`config.mk`:
```
export PLATFORM = sky130hd
export DESIGN_NAME = tmvp2
export DESIGN_NICKNAME = d
export VERILOG_FILES = /design/src/rtl/tmvp_pkg.sv /design/src/rtl/tmvp2_addr_gen.sv /design/src/rtl/tmvp2.sv
export SDC_FILE = /design/constraint.sdc
export NUM_CORES = 1
export LEC_CHECK = 0
export BUFFER_PORTS_ARGS = -buffer_cell sky130_fd_sc_hd__buf_2
export CAP_MARGIN = 20
export CORE_ASPECT_RATIO = 0.75
export CORE_MARGIN = 3
export CORE_UTILIZATION = 38
export DETAILED_ROUTE_END_ITERATION = 6
export PLACE_DENSITY = 0.66
export SLEW_MARGIN = 20
export SYNTH_ARGS = -nofsm -noshare
export SYNTH_HDL_FRONTEND = slang
export SYNTH_SLANG_ARGS = --single-unit
```
`constraint.sdc`:
```
create_clock -name clk -period 4.3 [get_ports clk]
set_input_delay 0.43 -clock clk [delete_from_list [all_inputs] [get_ports clk]]
set_output_delay 0.43 -clock clk [all_outputs]
set_load 0.005 [all_outputs]
```
`src/rtl/tmvp_pkg.sv`:
```
// Shared types and helpers for the Toeplitz matrix-vector product engine.
package tmvp_pkg;

    typedef enum logic [1:0] {
        StIdle,
        StRun,
        StDrain
    } state_e;

    // Address width needed to index an N-element operand.
    function automatic int unsigned aw_of(input int unsigned n);
        return $clog2(n);
    endfunction

endpackage

```
`src/rtl/tmvp2_addr_gen.sv`:
```
// Address sequencer: walks (i, k) over the N x N/2 pair grid and maps each
// matrix element onto the row or column memory.
module tmvp2_addr_gen
    import tmvp_pkg::*;
#(
    parameter int unsigned N = 32,
    localparam int unsigned AW = aw_of(N)
) (
    input  logic          clk_i,
    input  logic          rst_ni,
    input  logic          launch_i,
    output logic [AW-1:0] addr_1_o,
    output logic [AW-1:0] addr_2_o,
    output logic          is_row_1_o,
    output logic          is_row_2_o,
    output logic [AW-1:0] vec_1_o,
    output logic [AW-1:0] vec_2_o,
    output logic          valid_o,
    output logic          last_o
);

    localparam int unsigned KW = AW - 1;
    localparam logic [KW-1:0] KLast = KW'(N / 2 - 1);
    localparam logic [AW-1:0] ILast = AW'(N - 1);

    logic [AW-1:0] i_q, i_d;
    logic [KW-1:0] k_q, k_d;
    logic          valid_q, valid_d;
    logic [AW-1:0] addr_1_q, addr_1_d, addr_2_q, addr_2_d;
    logic          is_row_1_q, is_row_1_d, is_row_2_q, is_row_2_d;
    logic [AW-1:0] vec_1_q, vec_1_d, vec_2_q, vec_2_d;
    logic [AW-1:0] j_1, j_2;

    assign last_o = valid_q && (i_q == ILast) && (k_q == KLast);

    always_comb begin
        i_d     = i_q;
        k_d     = k_q;
        valid_d = valid_q;
        if (launch_i) begin
            i_d     = '0;
            k_d     = '0;
            valid_d = 1'b1;
        end else if (valid_q) begin
            if (last_o) begin
                i_d     = '0;
                k_d     = '0;
                valid_d = 1'b0;
            end else if (k_q == KLast) begin
                k_d = '0;
                i_d = i_q + 1'b1;
            end else begin
                k_d = k_q + 1'b1;
            end
        end
    end

    // Map the next (i, j) pair so the registered addresses line up with valid_q.
    always_comb begin
        j_1        = {k_d, 1'b0};
        j_2        = {k_d, 1'b1};
        addr_1_d   = '0;
        addr_2_d   = '0;
        is_row_1_d = 1'b0;
        is_row_2_d = 1'b0;
        vec_1_d    = '0;
        vec_2_d    = '0;
        if (valid_d) begin
            if (j_1 >= i_d) begin
                is_row_1_d = 1'b1;
                addr_1_d   = j_1 - i_d;
            end else begin
                addr_1_d = i_d - j_1;
            end
            if (j_2 >= i_d) begin
                is_row_2_d = 1'b1;
                addr_2_d   = j_2 - i_d;
            end else begin
                addr_2_d = i_d - j_2;
            end
            vec_1_d = j_1;
            vec_2_d = j_2;
        end
    end

    always_ff @(posedge clk_i or negedge rst_ni) begin
        if (!rst_ni) begin
            i_q        <= '0;
            k_q        <= '0;
            valid_q    <= 1'b0;
            addr_1_q   <= '0;
            addr_2_q   <= '0;
            is_row_1_q <= 1'b0;
            is_row_2_q <= 1'b0;
            vec_1_q    <= '0;
            vec_2_q    <= '0;
        end else begin
            i_q        <= i_d;
            k_q        <= k_d;
            valid_q    <= valid_d;
            addr_1_q   <= addr_1_d;
            addr_2_q   <= addr_2_d;
            is_row_1_q <= is_row_1_d;
            is_row_2_q <= is_row_2_d;
            vec_1_q    <= vec_1_d;
            vec_2_q    <= vec_2_d;
        end
    end

    assign addr_1_o   = addr_1_q;
    assign addr_2_o   = addr_2_q;
    assign is_row_1_o = is_row_1_q;
    assign is_row_2_o = is_row_2_q;
    assign vec_1_o    = vec_1_q;
    assign vec_2_o    = vec_2_q;
    assign valid_o    = valid_q;

endmodule

```
`src/rtl/tmvp2.sv`:
```
// Toeplitz matrix-vector product engine: two MAC lanes fed from external
// row/column/vector memories, results streamed out in order.
module tmvp2
    import tmvp_pkg::*;
#(
    parameter int unsigned N          = 32,
    parameter int unsigned DATA_WIDTH = 8,
    localparam int unsigned AW        = aw_of(N)
) (
    input  logic                  clk,
    input  logic                  reset,
    input  logic                  start,
    output logic                  ready,
    output logic [AW-1:0]         address_1,
    output logic [AW-1:0]         address_2,
    output logic                  address_1_isRow,
    output logic                  address_2_isRow,
    output logic                  address_row_valid,
    output logic [AW-1:0]         address_vec_1,
    output logic [AW-1:0]         address_vec_2,
    output logic                  address_vec_valid,
    input  logic [DATA_WIDTH-1:0] data_row_data_1,
    input  logic [DATA_WIDTH-1:0] data_row_data_2,
    input  logic                  data_row_valid,
    input  logic [DATA_WIDTH-1:0] data_vec_data_1,
    input  logic [DATA_WIDTH-1:0] data_vec_data_2,
    input  logic                  data_vec_valid,
    output logic [DATA_WIDTH-1:0] m_axis_tdata,
    output logic                  m_axis_tvalid
);

    localparam int unsigned PW = AW - 1;
    localparam logic [PW-1:0] PairLast = PW'(N / 2 - 1);
    localparam logic [AW-1:0] IdxLast  = AW'(N - 1);

    state_e                state_q, state_d;
    logic                  ready_q;
    logic                  launch;
    logic                  addr_valid;
    logic                  addr_last;
    logic                  accept;
    logic [DATA_WIDTH-1:0] prod_1, prod_2, sum;
    logic [DATA_WIDTH-1:0] acc_q, acc_d;
    logic [PW-1:0]         pair_q, pair_d;
    logic [AW-1:0]         idx_q, idx_d;
    logic [DATA_WIDTH-1:0] tdata_q, tdata_d;
    logic                  tvalid_q, tvalid_d;
    logic                  last_q, last_d;

    tmvp2_addr_gen #(
        .N (N)
    ) u_addr_gen (
        .clk_i      (clk),
        .rst_ni     (reset),
        .launch_i   (launch),
        .addr_1_o   (address_1),
        .addr_2_o   (address_2),
        .is_row_1_o (address_1_isRow),
        .is_row_2_o (address_2_isRow),
        .vec_1_o    (address_vec_1),
        .vec_2_o    (address_vec_2),
        .valid_o    (addr_valid),
        .last_o     (addr_last)
    );

    assign address_row_valid = addr_valid;
    assign address_vec_valid = addr_valid;

    always_comb begin
        state_d = state_q;
        launch  = 1'b0;
        unique case (state_q)
            StIdle: begin
                if (start) begin
                    launch  = 1'b1;
                    state_d = StRun;
                end
            end
            StRun: begin
                if (addr_last) begin
                    state_d = StDrain;
                end
            end
            StDrain: begin
                if (last_q) begin
                    state_d = StIdle;
                end
            end
            default: state_d = StIdle;
        endcase
    end

    // Idle gating keeps stray memory responses from leaking into a fresh run.
    assign accept = data_row_valid && data_vec_valid && (state_q != StIdle);
    assign prod_1 = data_row_data_1 * data_vec_data_1;
    assign prod_2 = data_row_data_2 * data_vec_data_2;
    assign sum    = acc_q + prod_1 + prod_2;

    always_comb begin
        acc_d    = acc_q;
        pair_d   = pair_q;
        idx_d    = idx_q;
        tdata_d  = tdata_q;
        tvalid_d = 1'b0;
        last_d   = 1'b0;
        if (launch) begin
            acc_d  = '0;
            pair_d = '0;
            idx_d  = '0;
        end else if (accept) begin
            if (pair_q == PairLast) begin
                tdata_d  = sum;
                tvalid_d = 1'b1;
                acc_d    = '0;
                pair_d   = '0;
                idx_d    = idx_q + 1'b1;
                last_d   = (idx_q == IdxLast);
            end else begin
                acc_d  = sum;
                pair_d = pair_q + 1'b1;
            end
        end
    end

    always_ff @(posedge clk or negedge reset) begin
        if (!reset) begin
            state_q  <= StIdle;
            ready_q  <= 1'b1;
            acc_q    <= '0;
            pair_q   <= '0;
            idx_q    <= '0;
            tdata_q  <= '0;
            tvalid_q <= 1'b0;
            last_q   <= 1'b0;
        end else begin
            state_q  <= state_d;
            ready_q  <= (state_d == StIdle);
            acc_q    <= acc_d;
            pair_q   <= pair_d;
            idx_q    <= idx_d;
            tdata_q  <= tdata_d;
            tvalid_q <= tvalid_d;
            last_q   <= last_d;
        end
    end

    assign ready         = ready_q;
    assign m_axis_tdata  = tdata_q;
    assign m_axis_tvalid = tvalid_q;

endmodule

```
Word level (Yosys, flattened, before mapping). Cells that the tools add are included.

Register bits: 62. Output and inout port bits: 34.

Multiplexer cells: 42. Add/subtract/negate cells: 10. Multiply operators: 2. Eq/ne operators: 6. Reduce and logical (&&, ||, !) cells: 11. Bitwise gates (word level): 1. Order comparisons: 2.

Operator list (count): 5-bit 2-to-1 mux (13); 4-bit 2-to-1 mux (7); 8-bit 2-to-1 mux (3); 5-bit subtractor (4); 8-bit adder (2); 8-bit by 8-bit multiplier with 8-bit output (2); 1-bit 2-to-1 mux (15); 5-bit by 1-bit adder with 5-bit output, second input constant (2); 5-bit equality test, second input constant (2); 5-bit >= comparator (2); 4-bit by 1-bit adder with 4-bit output, second input constant (2); 4-bit equality test, second input constant (2); 2-bit 2-to-1 mux (3); 2-bit one-hot mux with 3 select lines (1); 2-bit nonzero test (3); 1-bit logical AND (4); 2-bit logical NOT (2); 3-bit AND reduction (1); 2-bit by 1-bit equality test with 1-bit output, second input constant (1); 2-bit equality test, second input constant (1); 2-bit AND reduction (1); 1-bit NOT (1).

Logic depth before layout (Yosys ltp). Gate-level depths: netlist of run 1.

Depth after elaboration: 9. Mapped depth: 19. Depth with buffers taken out: 19.

Hierarchy. Synthesis of run 1 repeated with hierarchy kept, for this count alone.

Cells, all modules: 523. Area total of the unflattened synthesis: 5089.9 sq um.

Modules (own cells, without submodules): tmvp2 (times used 1, area an instance 3403.3 sq um, sequential area each 752.0 sq um, cells an instance 358); tmvp2_addr_gen (times used 1, area an instance 1686.6 sq um, sequential area each 650.6 sq um, cells an instance 165).

Worst setup path before layout of run 1. OpenSTA, ideal clock, no wires.

Path type: input-to-reg. Start: input data_vec_data_2[6]. End: register tdata_q[7] (netlist: m_axis_tdata[7]). Path buffers: 0. Stages on the path: 16. Data required time: 4175 ps. Data arrival time: 4621 ps. Path slack: -446 ps. Cells stage by stage: nand2_1 > fa_1 > fa_1 > fa_1 > inv_1 > fa_1 > fa_1 > inv_1 > fa_1 > xnor2_1 > xnor2_1 > xnor2_1 > xnor2_1 > xnor2_1 > xnor2_1 > mux2_2.

Cells in the longest elaborated chain, start to end: 2.

Ends and longest elaborated chain: from (decl) (line tmvp2.sv:26) `input logic [DATA_WIDTH-1:0] data_vec_data_2,`; 8-bit by 8-bit multiplier with 8-bit output (line tmvp2.sv:96) `assign prod_2 = data_row_data_2 * data_vec_data_2;`; 8-bit adder (line tmvp2.sv:97) `assign sum = acc_q + prod_1 + prod_2;`; to (signal assigned) (line tmvp2.sv:141) `tdata_q <= tdata_d;`; to (decl) (line tmvp2.sv:46) `logic [DATA_WIDTH-1:0] tdata_q, tdata_d;`.

No other way between the ends. A chain may end at the register's enable or synchronous reset.

Worst setup path in the final report of run 1.
Start: input data_vec_data_2[1]. End: register tdata_q[7] (netlist: m_axis_tdata[7]).

Same word-level chain as after synthesis.

==> results of run 1 <==
state kept, by name, indices dropped and copies added, names as in the netlist:
signal,flops
acc_q,8
m_axis_tdata,8
idx_q,5
u_addr_gen.addr_1_o,5
u_addr_gen.addr_2_o,5
u_addr_gen.i_q,5
pair_q,4
u_addr_gen.k_q,4
u_addr_gen.vec_2_o,4
state_q,2
last_q,1
m_axis_tvalid,1
ready,1
u_addr_gen.is_row_1_o,1
u_addr_gen.is_row_2_o,1
u_addr_gen.vec_1_o,1
layout by cell type (no fill, tap or decap), types with 3 or more instances in the layout:
cell	Yosys	final
buf_2	2	56
buf_6	1	5
inv_2	0	12
and2_1	37	35
a21oi_1	20	17
buf_8	0	6
nand2_1	88	77
xor2_1	10	10
a22o_1	7	7
nor2b_1	3	3
a211oi_1	3	3
bufinv_16	0	3
clkbuf_16	0	5
nand4_1	3	3
dfrtp_1	55	55
o21ai_0	10	10
buf_4	7	34
ha_4	0	8
nand2b_1	3	3
fa_1	40	36
and2_4	1	3
fa_2	0	4
or2_2	3	3
mux2i_1	6	6
xnor2_1	31	28
a21o_1	7	7
nor2_1	25	23
nand2_2	0	8
inv_1	77	65
nand3_1	5	5
and3_1	4	4
ha_1	54	45
critical path: stages:
cell and delay, ns:
buf_8 0.09, nand2_4 0.04, fa_1 0.58, inv_2 0.06, ha_4 0.26, inv_2 0.03, fa_1 0.51, inv_2 0.04
fa_1 0.47, fa_1 0.51, inv_1 0.05, fa_1 0.51, inv_2 0.05, ha_4 0.25, inv_2 0.03, o21bai_1 0.15
a21oi_2 0.08, xnor2_1 0.19, xnor2_1 0.11, mux2_4 0.27
cell type report:
cell class | count | area [um2]
fill | 1164 | 6330
timing repair buffer | 102 | 689
inverter | 78 | 295
sequential | 56 | 1400
clock inverter | 3 | 90.1
tap | 166 | 208
multi-input combinational | 384 | 3430
clock buffer | 5 | 125
routing by layer:
layer  share of wire, %  vias up
met5                  0        -
met4               0.57        0
met3                4.6        8
li1                   -     1863
met1                 51     1921
met2                 44       94
Yosys cell counts, drive strengths merged:
master / count / share of area (%)
inv: 78 / 5.9
o31ai: 2 / 0.30
mux2: 3 / 0.68
nor2b: 3 / 0.38
a22o: 7 / 1.2
o21a: 2 / 0.30
and2: 38 / 4.8
o211ai: 1 / 0.15
or4b: 1 / 0.20
xnor2: 31 / 5.4
nand4: 4 / 0.63
a31oi: 3 / 0.80
nor2: 25 / 1.9
or3b: 2 / 0.35
xor2: 10 / 1.8
a21oi: 20 / 2.0
or3: 2 / 0.25
dfstp: 1 / 0.53
nand2b: 3 / 0.38
and3: 4 / 0.50
and4b: 1 / 0.20
dfrtp: 55 / 28
nand2: 88 / 6.6
clkbuf: 7 / 0.53
nand3: 5 / 0.50
fa: 40 / 16
mux2i: 6 / 1.2
a21o: 7 / 1.1
a211oi: 3 / 0.45
nor3: 2 / 0.20
o21bai: 1 / 0.15
ha: 54 / 14
conb: 1 / 0.075
or2: 4 / 0.55
buf: 10 / 1.5
o21ai: 11 / 1.3
cells by family after synthesis:
kind of cell               count (synthesis)  synth area share, %
muxes                                      9                 1.88
buffers and inverters                     95                 7.92
adders and majority gates                 94                 29.6
other                                      1               0.0752
DFF                                       56                 28.1
and+or+nand+nor                          182                 17.5
xor gates and xnor gates                  41                 7.20
AOI/OAI and AO/OA                         57                 7.77
report_power, final:
group	leakage, nW	internal (mW)	total [mW]	switching (mW)
registers	0.715	0.696	0.807	0.111
logic	2.38	1.75	3.51	1.76
clock network	0.104	0.393	0.583	0.190
how the worst min path moves through the flow:
| stage | from | slack, ns | to |
|---|---|---|---|
| after floorplan | reset | 0.13 | acc_q[0] |
| after global placement | reset | 0.32 | u_addr_gen.vec_2_o[0] |
| after detailed placement | reset | 0.32 | u_addr_gen.vec_2_o[0] |
| after CTS | reset | 0.002 | u_addr_gen.addr_1_o[2] |
| after global routing | reset | 0.02 | u_addr_gen.vec_2_o[0] |
| final | reset | -0.003 | u_addr_gen.addr_1_o[2] |
repair_timing:
action / CTS / global route
hold buffers: 0 / 0
setup buffers: 2 / 3
pin swaps: 15 / 25
gates resized for setup: 29 / 36
setup endpoints to repair: 4 / 8
==> results.ini, run 1 <==
[detailed_routing]
via_count = 3886
routed_wl_mm = 11.7
route.detailed.drc = 0
firstDrtPassIters = 5
vias_per_cell = 4.89
wl_per_cell_um = 14.7
drt_iter0_drc = 178
antenna_left = 0

[logic_synthesis]
yosysUniqueCellTypes = 45
ys_seq_area_share_pct = 28.1
syn_avg_cell_area_um2 = 9.33
syn_inst = 535
ys_seq_elements = 56
synth_fp_nets = 666
yosysWarnings = 0
synth_area_mm2 = 0.00499

[layout]
fin_cells = 794
synthToLayoutAreaGrowth_pct = 25.0
drive_above_1_share_pct = 27.5
nets = 758
design_area_mm2 = 0.00624
post-route-util_pct = 49.6
n_antenna_cell = 0

[grt]
grt_max_degree = 46
antenna_found_initial = 0
globalRouteMet3Util_pct = 2.81
use_met2_pct = 23.9
gr-total-overflow = 0
first_global_vias = 3769
track_usage_pct = 16.0
busiest_layer = met1
grt_use_met1_pct = 24.8
grt_pass1_wl_mm = 19.0

[floorplanning]
core_mm2 = 0.0126
die_x_um = 138
fp.dieH_um = 105
initial_core_util_pct = 39.7
rows = 35
fp.dieArea_mm2 = 0.0146
num_io_pins = 71

[sta]
slew_headroom_pct = 58.6
worst_hold_slack_ns = -0.00295
max_freq_ghz = 0.220
hold_viol_final = 11
setup_viol = 2
setup_ws_ns = -0.244
slew_viol_final = 0
worstMarginPinSlew_ns = 0.618
period_needed_ns = 4.54
rsz0062_at_grt = yes
skew_ns = 0.00655
tns_ns = -0.410
period_share_pct = 106

[place]
postPlaceCellArea_mm2 = 0.00574
dpl.cell_count = 781
hpwl_mm = 9.36
globalplace.congestion = 0.879
port_buffers = 69
post-place-ws_ns = -0.612

[setup_path]
cp-endpoint = m_axis_tdata[7]
path_max_fanout = 4
worstReg2RegEnd = m_axis_tdata[7]
crit_type = primary input to flop
crit_required_ns = 4.48
cp-startpoint = data_vec_data_2[1]
r2r_slack_ns = 0.38
startpoint_type = primary input
r2r_cells = 14
end_kind = flop
r2r_start = acc_q[3]
worstPathArrival_ns = 4.73

[clock_network]
htree_levels = 2
clk_pin_slew_worst_paths_ns = 0.07
ctsLongestPathBuffers = 2
cts-buffers-inserted = 5
cts.sinks = 56
cts_tree = yes
clock_latency_ns = 0.29
cts_root_buf = clkbuf_16

[power]
power_mw = 4.90
p_leak_nw = 3.20
peakVddDrop_v = 0.000427
power-per-cell-area_mw_per_mm2 = 785

[run_status]
outcome = finished with violations
violations = hold timing, setup timing

[flow_run]
cap_violations = 0

[worst_hold_path]
hold_class = primary input to async pin

Power figures use the tool's default switching activity.
==> run 2: changes to the inputs <==
- BUFFER_PORTS_ARGS: -buffer_cell sky130_fd_sc_hd__buf_2 -> unset
- DONT_BUFFER_PORTS: unset -> 1
- PLACE_DENSITY: 0.66 -> unset
==> run 2 against run 1 <==
  * The flow finishes with violations (setup timing)
  * Via count is 10% lower
  * First-iteration DRC count is 3.4% lower
  * Wire length down 4.3%
  * Sequential power increased by 3.8%
  * Clock skew decreased by 0.0012 ns
  * Utilization shrank 5.9 points
  * Largest power group unchanged
  * Highest routed layer unchanged
==> results.ini, run 2 (same netlist as run 1, synthesis figures left out) <==
[sta]
worstMarginPinSlew_ns = 0.641
period_share_pct = 103
skew_ns = 0.00531
setup_ws_ns = -0.112
period_needed_ns = 4.41
rsz0062_at_grt = yes
worst_hold_slack_ns = 0.335
slew_headroom_pct = 57.2
tns_ns = -0.160
hold_viol_final = 0
slew_viol_final = 0
setup_viol = 2
max_freq_ghz = 0.227

[place]
hpwl_mm = 8.92
globalplace.congestion = 0.914
postPlaceCellArea_mm2 = 0.00526
port_buffers = 0

[layout]
drive_above_1_share_pct = 11.3
layout_commonest_cell = nand2_1
design_area_mm2 = 0.00549
final_cell_mix = 84 x nand2_1, 71 x inv_1, 55 x dfrtp_1
post-route-util_pct = 43.7
n_antenna_cell = 0
synthToLayoutAreaGrowth_pct = 10.1
nets = 668
fillers = 1197

[grt]
grt_max_degree = 57
antenna_found_initial = 0
gr-total-overflow = 0
grt_pass1_wl_mm = 18.6
track_usage_pct = 15.8
first_global_vias = 3567

[floorplanning]
fp.dieArea_mm2 = 0.0146
rows = 35
fp.dieH_um = 105
core_mm2 = 0.0126
num_io_pins = 71
initial_core_util_pct = 39.7
die_x_um = 138

[setup_path]
crit_required_ns = 4.49
worstPathArrival_ns = 4.60
startpoint_type = primary input
cpPeakStageDelay_ns = 0.55
crit_chain = nand2_8, fa_1, fa_1, fa_1, inv_2, fa_1, fa_1, inv_1, fa_2, xnor2_2, xnor2_1, xnor2_1, xnor2_1, xnor2_2, xnor2_1, mux2_4
crit_top_cell = fa_1
crit_type = primary input to flop
crit_buf_inv = 2
critPathTopFamily = adder cells
end_kind = flop
path_max_fanout = 3
worst_path_max_delay_cell = fa_1

[detailed_routing]
via_count = 3496
firstDrtPassIters = 4
vias_per_cell = 4.97
routed_wl_mm = 11.2
route.detailed.drc = 0
drt_iter0_drc = 172
antenna_left = 0
wl_per_cell_um = 15.9

[clock_network]
ctsLongestPathBuffers = 2
clk_pin_slew_worst_paths_ns = 0.07
cts_tree = yes
clock_latency_ns = 0.30
cts-buffers-inserted = 5
postCtsSetupRepairBufs = 0
htree_levels = 2
cts.sinks = 56
cts_root_buf = clkbuf_16

[run_status]
outcome = finished with violations
violations = setup timing

[power]
comb_power_share_pct = 72.3
intPower_mw = 2.51
power.switching_mw = 1.99
p_leak_nw = 2.73
power-per-cell-area_mw_per_mm2 = 819
seqPwrFrac_pct = 18.6
power_mw = 4.50
pwr-share-clk_pct = 9.1
peakVddDrop_v = 0.000450
p_sw_share_pct = 44.2

[flow_run]
cap_violations = 0

[worst_hold_path]
hold_class = primary input to flop

[run 2: timing repair]
item / CTS / global route
hold endpoints to repair: 56 / 0
endpoints found under the setup margin: 2 / 5
pin swaps: 4 / 17
gates cloned: 0 / 0
resized for setup: 3 / 11
hold buffers: 2 / 0
[run 2: worst reg2reg max path: cells and delay by family (launching register included)]
family / cells / cell delay [ns]
flops: 1 / 0.36
fa+ha+maj: 5 / 2.22
mux: 1 / 0.26
xor+xnor: 2 / 0.26
compound gates: 3 / 0.47
buf+inv: 4 / 0.22
[run 2: power by group through the flow]
stage / Clock [mW] / Sequential (mW) / Combinational (mW)
5_1_grt: 0.447 / 0.861 / 3.69
6_report: 0.409 / 0.838 / 3.25
2_1_floorplan: 0 / 0.803 / 2.34
4_1_cts: 0.426 / 0.840 / 3.07
3_3_place_gp: 0 / 0.847 / 2.96
3_5_place_dp: 0 / 0.846 / 3.00
[run 2: metal layers]
metal  global-route usage (%)  share of wire [%]  routed length, um  vias to the layer above
li1                         -                  -                  -                     1686
met3                     4.35                5.1                573                        6
met1                     24.0                 50               5550                     1735
met2                     22.6                 45               5020                       69
met5                        0                  0                  0                        -
met4                     3.10               0.34                 38                        0
[run 2: layout make-up]
| class | count | area [um2] | area share (%) |
|---|---|---|---|
| clock buffers | 6 | 129 | 2.35 |
| clock inverters | 2 | 16.3 | 0.296 |
| inverters | 78 | 295 | 5.37 |
| multi-input cells | 384 | 3330 | 60.6 |
| flip-flops and latches | 56 | 1400 | 25.5 |
| well taps | 166 | 208 | 3.78 |
| repair buffers | 12 | 113 | 2.05 |
[run 2: final timing paths]
path / from / to / slack, ns / depth (start not counted)
worst min-delay path: start / state_q[0] / 0.34 / 2
worst min register to register: pair_q[3] / pair_q[3] / 0.50 / 1
worst max register to register: acc_q[4] / m_axis_tdata[7] / 0.40 / 15
max in group asynchronous: reset / ready / 3.38 / 2
worst max-delay path: data_row_data_2[5] / m_axis_tdata[7] / -0.11 / 16
min in group asynchronous: reset / m_axis_tdata[3] / 0.65 / 2
[run 2: metrics by stage]
stage,setup slack (ns),cells
final,-0.112,704
after floorplan,-0.214,535
after detailed placement,-0.424,694
after global placement,-0.342,694
after global routing,-0.265,704
after CTS,-0.0822,704
==> run 3: changes to the inputs <==
- CORE_UTILIZATION: 38 -> 50
==> run 3 against run 2 <==
  * The flow still finishes with violations (setup timing)
  * Flip-flop and latch count unchanged
  * Final area decreased by 0.14%
  * Global-route usage increased by 4.3 points
  * Via count decreased by 2.0%
  * Hold slack improved by 0.0099 ns
  * Sequential share of layout area about the same
  * Clock skew increased by 0.0033 ns
  * First-iteration DRC count unchanged
  * Sequential power about the same
  * Wire length decreased by 5.5%
  * Combinational power increased by 2%
  * Final cell count decreased by 5.5%
  * Largest cell class unchanged
==> results.ini, run 3 (same netlist as run 1, synthesis figures left out) <==
[run_status]
outcome = finished with violations
violations = setup timing

[detailed_routing]
route.detailed.drc = 0
vias_per_cell = 5.15
routed_wl_mm = 10.6
firstDrtPassIters = 6
wl_per_cell_um = 15.9
drt_iter0_drc = 172
via_count = 3425
antenna_left = 0

[grt]
gr-total-overflow = 0
grt_max_degree = 57
antenna_found_initial = 0
grt_pass1_wl_mm = 17.9
track_usage_pct = 20.1
first_global_vias = 3413

[sta]
hold_viol_final = 0
setup_ws_ns = -0.106
period_needed_ns = 4.41
skew_ns = 0.00859
slew_viol_final = 0
setup_viol = 2
slew_headroom_pct = 55.6
worstMarginPinSlew_ns = 0.666
rsz0062_at_grt = yes
max_freq_ghz = 0.227
period_share_pct = 102

[clock_network]
cts_tree = yes
cts.sinks = 56
cts_root_buf = clkbuf_16
htree_levels = 2
clk_pin_slew_worst_paths_ns = 0.07
clock_latency_ns = 0.30
ctsLongestPathBuffers = 2
cts-buffers-inserted = 5

[setup_path]
r2r_start = acc_q[4]
path_max_fanout = 6
cpPeakStageDelay_ns = 0.56
crit_chain = nand2_4, fa_1, fa_1, fa_1, inv_2, fa_1, fa_1, inv_1, fa_2, xnor2_2, xnor2_1, xnor2_1, xnor2_1, xnor2_1, xnor2_1, mux2_4
worst_path_max_delay_cell = fa_1
worstReg2RegEnd = m_axis_tdata[7]
critPathTopFamily = adder cells
r2r_cells = 15
r2r_slack_ns = 0.44
startpoint_type = primary input
crit_required_ns = 4.49
worstPathArrival_ns = 4.60
crit_buf_inv = 2
crit_type = primary input to flop
end_kind = flop

[place]
hpwl_mm = 8.67
post-place-ws_ns = -0.520
port_buffers = 0
globalplace.congestion = 0.838

[power]
p_leak_nw = 2.73
power_mw = 4.58
power-per-cell-area_mw_per_mm2 = 834
peakVddDrop_v = 0.000623

[floorplanning]
die_x_um = 121
rows = 30
num_io_pins = 71
fp.dieArea_mm2 = 0.0112
core_mm2 = 0.00938
fp.dieH_um = 92.5
initial_core_util_pct = 53.2

[layout]
post-route-util_pct = 58.5
synthToLayoutAreaGrowth_pct = 9.95
final_cell_mix = 82 x nand2_1, 69 x inv_1, 55 x dfrtp_1
n_antenna_cell = 0
nets = 667
drive_above_1_share_pct = 12.1
layout_commonest_cell = nand2_1

[worst_hold_path]
hold_path_startpoint = start
min_to = ready
holdPathStages = 2
hold_class = primary input to flop

[flow_run]
cap_violations = 0

==> run 3: cell types whose count changed in the layout (fill, tap and decap cells not counted), moves of 2 or more <==
cell,delta
buf_4,-2
nand2_4,+2
inv_1,-2
nor2_4,+2
nand2_1,-2
nor2_2,-2
==> run 3: what timing repair did <==
action,CTS,global route
hold endpoints to repair,56,0
gates resized for setup,2,23
endpoints found under the setup margin,2,4
hold buffers,2,0
pin swaps,11,16
buffers inserted,0,0
==> run 3: area by class of cell <==
cell class                      instances  area (um2)
Inverter                               78         298
Fill cell                             850        3900
Multi-Input combinational cell        384        3370
Clock inverter                          3        23.8
Clock buffer                            5         125
Tap cell                              128         160
Sequential cell                        56        1400
Timing Repair Buffer                   11         109
==> run 3: metal layers <==
metal | global-route usage [%] | vias to the layer above | part of all wire, %
met5 | 0 | - | 0
li1 | - | 1682 | -
met4 | 2.71 | 0 | 0.46
met1 | 32.7 | 1662 | 52
met3 | 5.68 | 7 | 7.3
met2 | 26.7 | 74 | 40
==> run 3: worst max-delay path by stage <==
| stage | endpoint | cells past startpoint | slack, ns | startpoint |
|---|---|---|---|---|
| 2_1_floorplan | m_axis_tdata[7] | 16 | -0.21 | data_vec_data_2[4] |
| 3_3_place_gp | m_axis_tdata[7] | 17 | -0.53 | data_row_data_1[2] |
| 3_5_place_dp | m_axis_tdata[7] | 17 | -0.52 | data_row_data_1[2] |
| 4_1_cts | m_axis_tdata[7] | 16 | -0.14 | data_row_data_2[5] |
| 5_1_grt | m_axis_tdata[7] | 16 | -0.26 | data_vec_data_2[4] |
| 6_report | m_axis_tdata[7] | 16 | -0.11 | data_vec_data_2[2] |
==> run 3: where the power goes <==
part	total, mW	switching (mW)	internal, mW	leakage [nW]
Clock	0.411	0.194	0.217	0.0660
Combinational	3.32	1.70	1.62	1.95
Sequential	0.841	0.144	0.697	0.715
==> run 3: metrics by stage <==
stage	TNS (ns)	cells	area (um2)	hold WS, ns
floorplan	-0.363	535	5070	0.134
global placement	-1.64	655	5200	0.137
detailed placement	-1.59	655	5200	0.136
CTS	-0.216	665	5400	0.335
global route	-0.473	665	5490	0.332
finish	-0.145	665	5490	0.345
